==> src/rtl/cpu_clk_pkg.sv <==
// Shared state encoding and default timing constants for the CPU clock sequencer.
package cpu_clk_pkg;

   typedef enum logic [1:0] {
      RUN     = 2'd0,
      STEP    = 2'd1,
      WAIT_IN = 2'd2,
      HALTED  = 2'd3
   } state_t;

   localparam int unsigned DEF_DIV_COUNT      = 3000000;
   localparam int unsigned DEF_DEBOUNCE_COUNT = 50000;

endpackage

==> src/rtl/cpu_clock_sequencer_debouncer.sv <==
// Push-button synchronizer and debouncer; emits a one-cycle pulse on an accepted press.
module button_debouncer
   import cpu_clk_pkg::*;
#(
   parameter int unsigned DEBOUNCE_COUNT = DEF_DEBOUNCE_COUNT
) (
   input  logic clk_50,
   input  logic rst_n,
   input  logic raw,
   output logic stable,
   output logic press_pulse
);

   localparam int unsigned CW = $clog2(DEBOUNCE_COUNT + 1);
   localparam logic [CW-1:0] LAST = CW'(DEBOUNCE_COUNT - 1);

   logic          sync1;
   logic          sync2;
   logic          prev;
   logic [CW-1:0] cnt;

   always_ff @(posedge clk_50) begin
      if (!rst_n) begin
         sync1  <= 1'b1;
         sync2  <= 1'b1;
         stable <= 1'b1;
         prev   <= 1'b1;
         cnt    <= '0;
      end else begin
         sync1 <= raw;
         sync2 <= sync1;
         prev  <= stable;
         // The new level is accepted on the edge the counter would reach DEBOUNCE_COUNT.
         if (sync2 != stable) begin
            if (cnt == LAST) begin
               stable <= sync2;
               cnt    <= '0;
            end else begin
               cnt <= cnt + CW'(1);
            end
         end else begin
            cnt <= '0;
         end
      end
   end

   assign press_pulse = prev & ~stable;

endmodule

==> src/rtl/cpu_clock_sequencer.sv <==
// Clock-enable scheduler for the unicycle MIPS core: free-run divider, manual step,
// input-wait stall and sticky halt, plus visible clock, status LED and cycle counter.
module cpu_clock_sequencer
   import cpu_clk_pkg::*;
#(
   parameter int unsigned DIV_COUNT      = DEF_DIV_COUNT,
   parameter int unsigned DEBOUNCE_COUNT = DEF_DEBOUNCE_COUNT,
   parameter int unsigned CYC_W          = 32
) (
   input  logic             clk_50,
   input  logic             rst_n,
   input  logic             switch_hold,
   input  logic             push_manual_clock,
   input  logic             flag_input,
   input  logic             input_confirm,
   input  logic             halt,
   output logic             cpu_clk_en,
   output logic             clock,
   output logic             clock_status,
   output logic [1:0]       state,
   output logic [CYC_W-1:0] cycle_count
);

   localparam int unsigned DW = $clog2(DIV_COUNT);
   localparam logic [DW-1:0] DIV_LAST = DW'(DIV_COUNT - 1);

   state_t        cur;
   state_t        nxt;
   logic [DW-1:0] div;
   logic [DW-1:0] div_n;
   logic          clock_n;
   logic          en_n;
   logic          btn_stable;
   logic          press_pulse;
   logic          step_press;

   button_debouncer #(
      .DEBOUNCE_COUNT(DEBOUNCE_COUNT)
   ) u_debouncer (
      .clk_50     (clk_50),
      .rst_n      (rst_n),
      .raw        (push_manual_clock),
      .stable     (btn_stable),
      .press_pulse(press_pulse)
   );

   assign step_press = press_pulse & ~btn_stable;

   always_comb begin
      if (cur == HALTED || halt)
         nxt = HALTED;
      else if (flag_input && !input_confirm)
         nxt = WAIT_IN;
      else if (switch_hold)
         nxt = STEP;
      else
         nxt = RUN;
   end

   // Decisions use the next state, so a stall or halt arriving with a due strobe wins.
   always_comb begin
      div_n   = div;
      clock_n = clock;
      en_n    = 1'b0;
      case (nxt)
         STEP: begin
            div_n   = '0;
            clock_n = (cur == STEP) && step_press;
            en_n    = (cur == STEP) && step_press;
         end
         RUN: begin
            if (cur == STEP) begin
               div_n   = '0;
               clock_n = 1'b0;
            end else if (div == DIV_LAST) begin
               div_n   = '0;
               clock_n = ~clock;
               en_n    = ~clock;
            end else begin
               div_n = div + DW'(1);
            end
         end
         default: begin
            div_n   = div;
            clock_n = clock;
         end
      endcase
   end

   always_ff @(posedge clk_50) begin
      if (!rst_n) begin
         cur         <= RUN;
         div         <= '0;
         clock       <= 1'b0;
         cpu_clk_en  <= 1'b0;
         cycle_count <= '0;
      end else begin
         cur        <= nxt;
         div        <= div_n;
         clock      <= clock_n;
         cpu_clk_en <= en_n;
         if (cpu_clk_en && (cycle_count != '1))
            cycle_count <= cycle_count + CYC_W'(1);
      end
   end

   assign clock_status = (cur == WAIT_IN || cur == HALTED) ? 1'b1 : clock;
   assign state        = cur;

endmodule

==> config.mk <==
export PLATFORM = sky130hd
export DESIGN_NAME = cpu_clock_sequencer
export DESIGN_NICKNAME = d
export VERILOG_FILES = /design/src/rtl/cpu_clk_pkg.sv /design/src/rtl/cpu_clock_sequencer_debouncer.sv /design/src/rtl/cpu_clock_sequencer.sv
export SDC_FILE = /design/constraint.sdc
export NUM_CORES = 1
export LEC_CHECK = 0
export ABC_AREA = 0
export ABC_CLOCK_PERIOD_IN_PS = 2290
export CAP_MARGIN = 15
export CORE_UTILIZATION = 25
export CTS_CLUSTER_DIAMETER = 60
export DETAILED_ROUTE_END_ITERATION = 10
export GPL_TIMING_DRIVEN = 1
export PLACE_DENSITY_LB_ADDON = 0.15
export SYNTH_ARGS = -nofsm -noshare
export SYNTH_HDL_FRONTEND = slang
export SYNTH_SLANG_ARGS = --single-unit
==> constraint.sdc <==
create_clock -name clk_50 -period 2.29 [get_ports clk_50]
set_clock_uncertainty 0.2 [all_clocks]
set_input_delay 0.458 -clock clk_50 [delete_from_list [all_inputs] [get_ports clk_50]]
set_output_delay 0.458 -clock clk_50 [all_outputs]
set_load 0.02 [all_outputs]
==> impl_metrics.toml <==
[floorplan]
ios = 44
rows = 44
coreArea_sq_mm = 0.0145
die_y_um = 124
dieArea_sq_mm = 0.0154
start_util = 0.256
die_x_um = 124

[routing]
final_antenna_net_count = 0
drc = 0
firstDrtPassIters = 4
avgRoutedWirePerCell_um = 13.1
initialDrtViolationCount = 130
via_per_inst = 4.79
routed_wl_mm = 9.57
vias = 3491

[final_layout]
post-route-cell-area_sq_mm = 0.00503
ff_latch_area_sq_mm = 0.00157
antennaDiodeCount = 0
fillerInstances = 1534
layout_commonest_cell = "dfxtp_1"
drive_above_1_share = 0.152
final_nets = 550
syn_to_final_growth_pct = 35.2
multi_input_area_sq_mm = 0.00207
final_cell_mix = "75 x dfxtp_1, 50 x nor2_1, 48 x buf_4"

[hold_path]
worstHoldPathType = "reg -> reg"

[sta]
slew_headroom = 0.616
setup_ws_ns = 0.0852
hold_viol = 0
finalSetupViolCount = 0
hold_ws_ns = 0.240
fin_crit_ns = 2.20
post-route-period-util = 0.963
worst_slew_pin_slew_ns = 0.568
rsz0062_at_grt = "no"
maxSlewViolCount = 0
clock.fmax_ghz = 0.454

[clock_network]
clockRootBuffer = "clkbuf_16"
htree_num_levels = 3
cts.sinks = 78
cts_buffers = 9
clk_latency_ns = 0.34
cts_tree = "yes"
clk_path_buf_depth = 2
path_clk_slew_ns = 0.06

[logic_synthesis]
synth-seq-area-share = 0.420
ys.warnings.count = 0
synth-async-reset-ratio = 0
avgSynthCellArea_sq_um = 8.27
synth_edf_count = 0
synth_seq_cells = 78
ys_types = 53
syn_inst = 450
yosysTopAreaCellShare = 0.420
syn_nets = 460
yosys.area.top_type = "dfxtp_1"
synthTopCellsByArea = "dfxtp_1 42%, nand3_1 5.2%, nor2_1 5.0%"
dominantRegCellSynth = "dfxtp_1"
syn_area_sq_mm = 0.00372

[placement]
dpl-instance-area_sq_mm = 0.00470
pre_cts_ws_ns = -0.157
port_buffers = 43
dpl.hpwl_mm = 6.80
place.gp.congestion = 0.792

[power]
power_w = 0.00295
powerDensity_mw_per_mm2 = 587
peakVddDrop_uv = 407
power.leakage_nw = 1.75

[run_status]
status = "completed"

[global_routing]
use_met1 = 0.177
use_met2 = 0.209
grtUsageTotal = 0.134
grt_max_degree = 32
antenna_found_initial = 0
grt_pass1_wl_mm = 15.9
grt_pass1_vias = 3221
gr-total-overflow = 0
use_met3 = 0.0353
top_usage_layer = "met2"

[critical_path]
cp-start-kind = "flip-flop"
arrival_ns = 1.55
worstSetupPathType = "reg -> out"
path_max_fanout = 5
worstPathRequired_ns = 1.63
worstSetupEndpointType = "output pin"

[run]
cap_violations = 0
-- final timing paths --
check | from | depth (start not counted) | slack (ns) | to
worst max register to register | cycle_count[25]$_SDFFE_PN0P_ | 5 | 0.16 | cycle_count[9]$_SDFFE_PN0P_
worst max-delay path | clock$_SDFFE_PN0P_ | 2 | 0.09 | clock_status
worst min-delay path | u_debouncer.sync1$_SDFF_PN1_ | 1 | 0.24 | u_debouncer.sync2$_SDFF_PN1_
worst min register to register | u_debouncer.sync1$_SDFF_PN1_ | 1 | 0.24 | u_debouncer.sync2$_SDFF_PN1_
-- per-layer routing --
metal	share of wire	up-vias
met3	0.031	8
met4	0.013	0
li1	-	1810
met1	0.51	1628
met2	0.45	45
met5	0	-
-- flip-flops by register name, indices dropped and copies added, names as in the netlist --
signal	cells
cpu_clk_en	1
div	22
u_debouncer.sync2	1
u_debouncer.sync1	1
cycle_count	32
u_debouncer.stable	1
state	2
clock	1
u_debouncer.cnt	16
u_debouncer.prev	1
-- cells by family after synthesis --
group	count (synthesis)	share of synthesized area
xor gates and xnor gates	33	0.0777
buffers and inverters	23	0.0283
AOI/OAI and AO/OA	76	0.124
muxes	3	0.00807
adders and majority gates	3	0.0101
DFF	78	0.420
and+or+nand+nor	234	0.332
-- worst max-delay path: stages (launching register included) --
cell,delay [ns]
dfxtp_1,0.36
or2_2,0.31
clkdlybuf4s50_1,0.54
-- layout make-up --
type,count,area share
flip-flops and latches,78,0.311
repair buffers,93,0.165
clock buffers,10,0.0475
inverters,9,0.00672
well taps,184,0.0458
clock inverters,6,0.0122
multi-input cells,349,0.411
-- what timing repair did --
action                     CTS  global route
buffers inserted             0             2
gates resized for setup      0             4
hold buffers                 0             0
setup endpoints to repair    0            14
-- through the flow --
step,utilization,TNS [ns],instances
2_1_floorplan,-,0,450
3_3_place_gp,0.323,-1.52,711
3_5_place_dp,0.323,-1.80,711
4_1_cts,0.344,0,727
5_1_grt,0.346,0,729
6_report,0.346,0,729
-- synthesized netlist by cell type (all sizes together), types with 4 or more instances --
cell / number
a21oi: 28
a31oi: 5
and2: 4
and3: 14
and4: 5
buf: 5
clkbuf: 9
dfxtp: 78
inv: 9
nand2: 46
nand2b: 9
nand3: 39
nand4: 18
nor2: 50
nor3: 10
nor4: 9
o21ai: 19
o31ai: 5
or3: 19
or4: 4
xnor2: 14
xor2: 19
-- where the power goes --
part | internal [W] | total, W | leakage (nW) | switching (W)
clock network | 0.000870 | 0.00146 | 0.148 | 0.000585
logic | 0.0000561 | 0.000123 | 0.969 | 0.0000667
registers | 0.00136 | 0.00137 | 0.631 | 0.00000850
total | 0.00229 | 0.00295 | 1.75 | 0.000660
Power figures use the tool's default switching activity.
